### src/rtl/neuron_mac_seq.sv
`default_nettype none
// ============================================================================
// Module   : neuron_mac_seq
// Purpose  : Sequential neuron, act(sum(data_in[i]*weights[i]) + bias).
//            LANES products are accumulated per cycle. The block has a
//            start/valid/ready handshake, an operand snapshot, a runtime
//            activation select, output scaling and saturation.
// Revision : 1.0 - initial release
// ============================================================================
module neuron_mac_seq #(
    parameter int NUM_INPUTS = 10,
    parameter int LANES      = 1,
    parameter int DATA_W     = 16,
    parameter int WEIGHT_W   = 16,
    parameter int BIAS_W     = 16,
    parameter int ACC_W      = 40,
    parameter int OUT_W      = 24,
    parameter int SHIFT      = 0
) (
    input  logic                           clk,
    input  logic                           rst,
    input  logic                           start,
    input  logic [1:0]                     act_mode,
    input  logic [NUM_INPUTS*DATA_W-1:0]   data_in,
    input  logic [NUM_INPUTS*WEIGHT_W-1:0] weights,
    input  logic [BIAS_W-1:0]              bias,
    output logic                           busy,
    output logic                           out_valid,
    input  logic                           out_ready,
    output logic [OUT_W-1:0]               data_out,
    output logic                           overflow
);

    localparam int STEPS  = (NUM_INPUTS + LANES - 1) / LANES;
    localparam int PAD_N  = STEPS * LANES;
    localparam int CNT_W  = (STEPS > 1) ? $clog2(STEPS) : 1;
    localparam int PROD_W = DATA_W + WEIGHT_W;

    localparam logic [CNT_W-1:0] C_CNT_LAST = CNT_W'(STEPS - 1);
    localparam logic [CNT_W-1:0] C_CNT_ONE  = CNT_W'(1);

    // Clamp limits of the signed output range, expressed at accumulator width
    localparam logic signed [ACC_W-1:0] C_OUT_MAX =
        {{(ACC_W - OUT_W + 1){1'b0}}, {(OUT_W - 1){1'b1}}};
    localparam logic signed [ACC_W-1:0] C_OUT_MIN =
        {{(ACC_W - OUT_W + 1){1'b1}}, {(OUT_W - 1){1'b0}}};

    typedef enum logic [1:0] {
        ST_IDLE  = 2'd0,
        ST_ACCUM = 2'd1,
        ST_ACT   = 2'd2,
        ST_DONE  = 2'd3
    } state_t;

    state_t                         state_q;
    logic [CNT_W-1:0]               cnt_q;
    logic signed [ACC_W-1:0]        acc_q;
    logic [PAD_N*DATA_W-1:0]        data_q;
    logic [PAD_N*WEIGHT_W-1:0]      weights_q;
    logic [1:0]                     mode_q;
    logic                           busy_q;
    logic                           out_valid_q;
    logic [OUT_W-1:0]               data_out_q;
    logic                           overflow_q;

    logic [PAD_N*DATA_W-1:0]        data_pad;
    logic [PAD_N*WEIGHT_W-1:0]      weights_pad;
    logic signed [PROD_W-1:0]       prod [LANES];
    logic signed [ACC_W-1:0]        lane_sum;
    logic signed [ACC_W-1:0]        acc_d;
    logic signed [ACC_W-1:0]        shifted;
    logic signed [ACC_W-1:0]        act_val;
    logic [OUT_W-1:0]               data_out_d;
    logic                           overflow_d;
    logic                           accept;

    // The snapshot is padded with zero operands up to a whole number of lane
    // groups, so lanes past NUM_INPUTS in the last group multiply 0*0.
    generate
        if (PAD_N > NUM_INPUTS) begin : g_pad
            assign data_pad    = {{((PAD_N - NUM_INPUTS) * DATA_W){1'b0}}, data_in};
            assign weights_pad = {{((PAD_N - NUM_INPUTS) * WEIGHT_W){1'b0}}, weights};
        end else begin : g_nopad
            assign data_pad    = data_in;
            assign weights_pad = weights;
        end
    endgenerate

    // One full-width signed product per lane for the current operand group
    generate
        for (genvar k = 0; k < LANES; k++) begin : g_lane
            int idx;
            assign idx     = int'(cnt_q) * LANES + k;
            assign prod[k] = PROD_W'($signed(data_q[idx*DATA_W +: DATA_W]))
                           * PROD_W'($signed(weights_q[idx*WEIGHT_W +: WEIGHT_W]));
        end
    endgenerate

    // Sum the lane products, sign-extended to accumulator width
    always_comb begin
        lane_sum = '0;
        for (int k = 0; k < LANES; k++) begin
            lane_sum = lane_sum + ACC_W'(prod[k]);
        end
        acc_d = acc_q + lane_sum;
    end

    // Scale, activate and saturate the finished accumulator
    always_comb begin
        shifted = acc_q >>> SHIFT;
        case (mode_q)
            2'd1:    act_val = shifted[ACC_W-1] ? '0 : shifted;
            2'd2:    act_val = shifted[ACC_W-1] ? (shifted >>> 3) : shifted;
            default: act_val = shifted;
        endcase
        overflow_d = 1'b0;
        data_out_d = act_val[OUT_W-1:0];
        if (act_val > C_OUT_MAX) begin
            data_out_d = C_OUT_MAX[OUT_W-1:0];
            overflow_d = 1'b1;
        end else if (act_val < C_OUT_MIN) begin
            data_out_d = C_OUT_MIN[OUT_W-1:0];
            overflow_d = 1'b1;
        end
    end

    // A job is taken from IDLE, or from DONE on the same edge as the handoff
    assign accept = start & ((state_q == ST_IDLE) | ((state_q == ST_DONE) & out_ready));

    // Control FSM with operand snapshot and registered outputs
    always_ff @(posedge clk or posedge rst) begin
        if (rst) begin
            state_q     <= ST_IDLE;
            cnt_q       <= '0;
            acc_q       <= '0;
            data_q      <= '0;
            weights_q   <= '0;
            mode_q      <= 2'd0;
            busy_q      <= 1'b0;
            out_valid_q <= 1'b0;
            data_out_q  <= '0;
            overflow_q  <= 1'b0;
        end else begin
            case (state_q)
                ST_IDLE: begin
                    // wait for start; the accept path below handles the load
                end
                ST_ACCUM: begin
                    acc_q <= acc_d;
                    if (cnt_q == C_CNT_LAST) begin
                        state_q <= ST_ACT;
                    end else begin
                        cnt_q <= cnt_q + C_CNT_ONE;
                    end
                end
                ST_ACT: begin
                    data_out_q  <= data_out_d;
                    overflow_q  <= overflow_d;
                    out_valid_q <= 1'b1;
                    state_q     <= ST_DONE;
                end
                ST_DONE: begin
                    if (out_ready) begin
                        out_valid_q <= 1'b0;
                        busy_q      <= 1'b0;
                        state_q     <= ST_IDLE;
                    end
                end
                default: state_q <= ST_IDLE;
            endcase

            // Later assignments override the IDLE return from DONE
            if (accept) begin
                data_q    <= data_pad;
                weights_q <= weights_pad;
                mode_q    <= act_mode;
                acc_q     <= ACC_W'($signed(bias));
                cnt_q     <= '0;
                busy_q    <= 1'b1;
                state_q   <= ST_ACCUM;
            end
        end
    end

    assign busy      = busy_q;
    assign out_valid = out_valid_q;
    assign data_out  = data_out_q;
    assign overflow  = overflow_q;

endmodule
`default_nettype wire

### config.mk
export PLATFORM = sky130hd
export DESIGN_NAME = neuron_mac_seq
export DESIGN_NICKNAME = d
export VERILOG_FILES = /design/src/rtl/neuron_mac_seq.sv
export SDC_FILE = /design/constraint.sdc
export NUM_CORES = 2
export LEC_CHECK = 0
export ABC_AREA = 0
export CAP_MARGIN = 30
export CORE_ASPECT_RATIO = 0.5
export CORE_UTILIZATION = 40
export CTS_CLUSTER_DIAMETER = 40
export CTS_CLUSTER_SIZE = 16
export DETAILED_ROUTE_END_ITERATION = 10
export DONT_BUFFER_PORTS = 1
export PLACE_DENSITY = 0.52
export SETUP_SLACK_MARGIN = 0.4
export SLEW_MARGIN = 20
export SYNTH_ARGS = -nofsm -noshare
export SYNTH_HDL_FRONTEND = slang
export SYNTH_SLANG_ARGS = --single-unit
### constraint.sdc
create_clock -name clk -period 25 [get_ports clk]
set_input_delay 3.75 -clock clk [delete_from_list [all_inputs] [get_ports clk]]
set_output_delay 3.75 -clock clk [all_outputs]
set_load 0.05 [all_outputs]
Yosys cells after proc, flatten, opt, wreduce, memory -nomap -nowiden
Cells that the tools add are included.

Flip-flop bits (word level): 395. Input bits: 342. Output and inout bits: 27.

Add/sub/neg operators: 2. Multipliers: 1. Order comparisons: 2. Equal/unequal tests: 10. Shifts and indexed selects: 2. Multiplexer cells: 20. Bitwise logic cells: 3. Reduce and logical (&&, ||, !) cells: 10.

Operator list (count): $shiftx A160 B9 Y16 (2); $mux W40 (3); $pmux W40 S2 (1); $mux W24 (2); $add A40 B32 Y40 (1); $gt A40 B24 Y1 const B (1); $lt A40 B24 Y1 const B (1); $mux W39 (1); $mul A16 B16 Y32 (1); $mux W4 (3); $reduce_bool A2 Y1 (4); $eq A2 B2 Y1 const B (3); $mux W2 (3); $ne A3 B3 Y1 const B (2); $pmux W2 S3 (1); $reduce_and A2 Y1 (3); $mux W1 (5); $add A4 B1 Y4 const B (1); $eq A2 B1 Y1 const B (2); $eq A4 B4 Y1 const B (1); $ne A2 B2 Y1 const B (2); $reduce_bool A4 Y1 (1); $reduce_and A3 Y1 (1); $and A1 B1 Y1 (2); other kinds (3) (3).

Depth between registers and ports, before layout
Depth in word-level cells: 6. Gate-level depth with buffers: 32.

Worst setup path after synthesis
Ideal clock, no wire load.

Path kind: register to register. Start point: reg cnt_q[0]. End point: reg acc_q[31]. Data arrival time: 7.748 ns. Data required time: 24.899 ns. Setup slack: 17.151 ns. Stages on the path, launching flop included: 30. Buffers on the path: 3. Period minus slack after synthesis: 7.849 ns. Cells stage by stage: dfrtp_1 > buf_2 > buf_1 > buf_2 > mux2_2 > a22oi_1 > a2bb2oi_1 > inv_2 > nand2_1 > fa_1 > inv_1 > fa_1 > inv_1 > fa_1 > inv_1 > fa_1 > fa_1 > inv_1 > fa_1 > inv_1 > ha_1 > a21o_1 > a21oi_1 > o31ai_1 > a21oi_1 > nor2b_1 > a211oi_2 > o221ai_1 > and4_1 > nor4_1.

Longest elaborated chain between the ends: 5. Elaborated cells between the ends (all ways): 6.

Ends and longest elaborated chain: start, declared (RTL line 56) `logic [CNT_W-1:0] cnt_q;`; start signal, assigned (RTL line 153) `cnt_q <= cnt_q + C_CNT_ONE;`; $shiftx A160 B9 Y16, on equally long branches (RTL line 94, 95); $mul A16 B16 Y32 (*) (RTL line 95) `* PROD_W'($signed(weights_q[idx*WEIGHT_W +: WEIGHT_W]));`; $add A40 B32 Y40 (*) (RTL line 105) `acc_d = acc_q + lane_sum;`; $mux W40 (*) (RTL line 144) `case (state_q)`; $mux W40 (*) (RTL line 173) `if (accept) begin`; end signal, assigned (RTL line 177) `acc_q <= ACC_W'($signed(bias));`; end, declared (RTL line 57) `logic signed [ACC_W-1:0] acc_q;`.

Mark *: on every way between the ends. The rest lies on a longest branch, timed or not. The select of a mux whose other input is x is not followed. A chain may end at the register's enable or synchronous reset.

Final worst setup path
Start point: reg cnt_q[2]. End point: reg acc_q[31].

Same word-level chain as after synthesis.

==> impl_metrics.env <==
export IMPL_status="finished clean"
export IMPL_whs_path_depth=2
export IMPL_gp_congestion=0.869
export IMPL_maxSlewHeadroom_pct=34.0
export IMPL_postCtsHoldBufs=0
export IMPL_clock_latency_ns=0.64
export IMPL_die_x_um=392
export IMPL_via_count=22100
export IMPL_design_area_um2=33400
export IMPL_cp_slowest_stage_delay_ns=0.96
export IMPL_antenna_found_initial=10
export IMPL_die_y_um=197
export IMPL_drtIter0Drc=1610
export IMPL_port_buffers=0
export IMPL_grt_max_degree=199
export IMPL_synth_distinct_cells=69
export IMPL_synth_edf_count=0
export IMPL_cts_tree="yes"
export IMPL_rows=71
export IMPL_place_ws_ns=15.62
export IMPL_finalSetupViolCount=0
export IMPL_numCtsBuffers=47
export IMPL_worst_slew_pin_slew_ns=0.990
export IMPL_cts_resized=0
export IMPL_hold_end="data_q[2]"
export IMPL_postRouteAntennaNets=0
export IMPL_path_clk_slew_ns=0.07
export IMPL_cts_setup_buffers=0
export IMPL_drive_gt1_share_pct=8.10
export IMPL_nets=4063
export IMPL_grt_pass1_wl_um=139000
export IMPL_drcViolationCount=0
export IMPL_timing_rr_end="acc_q[31]"
export IMPL_cp_required_ns=25.52
export IMPL_worstPathMaxFanout=46
export IMPL_place_area_um2=31600
export IMPL_rsz0062_at_grt="false"
export IMPL_hp_start="data_q[2]"
export IMPL_fin_crit_ns=9.36
export IMPL_wl_um=89900
export IMPL_wl_per_cell_um=20.7
export IMPL_final_common_cell="nand2_1"
export IMPL_clock_fmax_ghz=0.107
export IMPL_synthFlopType="dfrtp_1"
export IMPL_reg2reg_depth=27
export IMPL_cp_start_kind="register"
export IMPL_core_um2=75200
export IMPL_fin_ws_ns=15.64
export IMPL_die_area_um2=77400
export IMPL_rrSetupSlack_ns=15.64
export IMPL_clockBufferDepth=3
export IMPL_yosys_register_bits=395
export IMPL_num_io_pins=369
export IMPL_final_cell_mix="nand2_1, inv_1, dfrtp_1, fa_1, nor2_1"
export IMPL_grt_util_all_layers_pct=23.7
export IMPL_dr_pass1_iters=5
export IMPL_arrival_ns=9.88
export IMPL_cp_common_cell="inv_1"
export IMPL_hold_path_class="register to register"
export IMPL_finalClockSkew_ns=0.0293
export IMPL_yosysSeqAreaShare_pct=32.4
export IMPL_start_util_pct=40.5
export IMPL_hold_ws_ns=0.471
export IMPL_crit_slowest_cell="dfrtp_2"
export IMPL_grt_overflow_total=0
export IMPL_synthesis_nets=4126
export IMPL_avgSynthCellArea_um2=9.15
export IMPL_synthToLayoutAreaGrowth_pct=9.52
export IMPL_cts_htree_levels=2
export IMPL_r2r_start="cnt_q[2]"
export IMPL_slew_violations=0
export IMPL_dp_hpwl_um=67900
export IMPL_ys_warn_count=0
export IMPL_clkSinkCount=395
export IMPL_grt_pass1_vias=22700
export IMPL_maxCapViolations=0
export IMPL_vias_per_cell=5.10
export IMPL_period_share_pct=37.4
export IMPL_synth_area_um2=30500
export IMPL_critPathKind="register to register"
export IMPL_tns_ns=0
export IMPL_syn_instance_count=3331
export IMPL_ys_async_sr_fraction_pct=100
export IMPL_clockRootBuffer="clkbuf_16"
export IMPL_end_kind="register"
export IMPL_hold_violations=0
[state kept, by name, indices dropped and copies added, names as in the netlist, 2 cells and up]
register and flops:
state_q 2, data_q 160, acc_q 40, cnt_q 4, weights_q 160, data_out 24
mode_q 2
[synth_stat cells, types with 6 or more instances]
cell type	count	area share (%)
o2bb2ai_1	7	0.20
o22a_1	10	0.29
o21bai_1	6	0.15
a22oi_1	33	0.81
nand2b_1	12	0.25
nand4_1	7	0.14
o221ai_1	8	0.23
o22ai_1	11	0.23
o21ai_0	31	0.51
mux4_2	54	4.0
o21ai_1	10	0.16
a32oi_1	6	0.17
nor4_1	7	0.14
clkbuf_1	133	1.6
a31oi_1	7	0.14
xnor2_1	33	0.95
buf_2	9	0.15
dfrtp_1	395	32
a21o_1	19	0.47
nor2_1	200	2.5
nor2b_1	12	0.25
a21oi_1	72	1.2
a22o_1	7	0.20
mux2_2	43	1.6
nand3_1	7	0.11
inv_1	442	5.4
nor3_1	17	0.28
nand2_1	1097	14
fa_1	330	22
a2bb2oi_1	14	0.40
and2_1	9	0.18
ha_1	123	5.0
o21a_1	7	0.17
mux2i_1	47	1.5
xor2_1	6	0.17
buf_1	19	0.23
o31ai_1	9	0.22
o221ai_2	10	0.49
[metrics by stage]
stage | cells | utilization [%]
floorplan | 3331 | -
global placement | 4232 | 41.9
detailed placement | 4238 | 42.0
CTS | 4326 | 44.2
global route | 4338 | 44.4
finish | 4338 | 44.4
[cell families after synthesis]
| kind of cell | count (synthesis) | share of synthesized area, % |
|---|---|---|
| buffers and inverters | 608 | 7.57 |
| AOI/OAI and AO/OA | 297 | 7.01 |
| xor gates and xnor gates | 39 | 1.12 |
| adders and majority gates | 453 | 26.7 |
| and+or+nand+nor | 1395 | 18.0 |
| DFF | 395 | 32.4 |
| muxes | 144 | 7.12 |
[final cells by class]
cell class	instances	area, µm²
Tap cell	1022	1280
Antenna cell	9	22.5
Timing Repair Buffer	51	488
Sequential cell	395	9890
Clock inverter	35	458
Multi-Input combinational cell	2328	18300
Clock buffer	53	1230
Inverter	445	1680
Fill cell	7378	41900
[worst max-delay path by stage]
| stage | start | endpoint | slack, ns | depth (start not counted) |
|---|---|---|---|---|
| finish | cnt_q[2] | acc_q[31] | 15.64 | 27 |
| global route | cnt_q[2] | acc_q[31] | 15.02 | 27 |
| CTS | cnt_q[2] | acc_q[31] | 15.64 | 27 |
| detailed placement | cnt_q[2] | acc_q[31] | 15.62 | 27 |
| global placement | cnt_q[2] | acc_q[36] | 15.79 | 24 |
| floorplan | rst | acc_q[0] | 10.27 | 1 |
[routing by layer]
layer	GRT usage, %	routed length [µm]	vias up	share of wire, %
li1	-	-	10300	-
met1	34.6	42100	11200	47
met2	36.4	40800	546	45
met3	4.45	5380	92	6.0
met4	5.35	1650	0	1.8
met5	0	0	-	0
[critical path: cells and delay by family, from the launching register on]
| family | cells | cell delay (ns) |
|---|---|---|
| AOI/OAI and AO/OA | 7 | 1.67 |
| adders and majority gates | 7 | 3.48 |
| and+or+nand+nor | 5 | 1.35 |
| DFF | 1 | 0.96 |
| buffers and inverters | 8 | 1.73 |
Power is left out: the tool's default activity adds up to more than one toggle a clock period on the data nets, which glitch-free logic cannot reach.
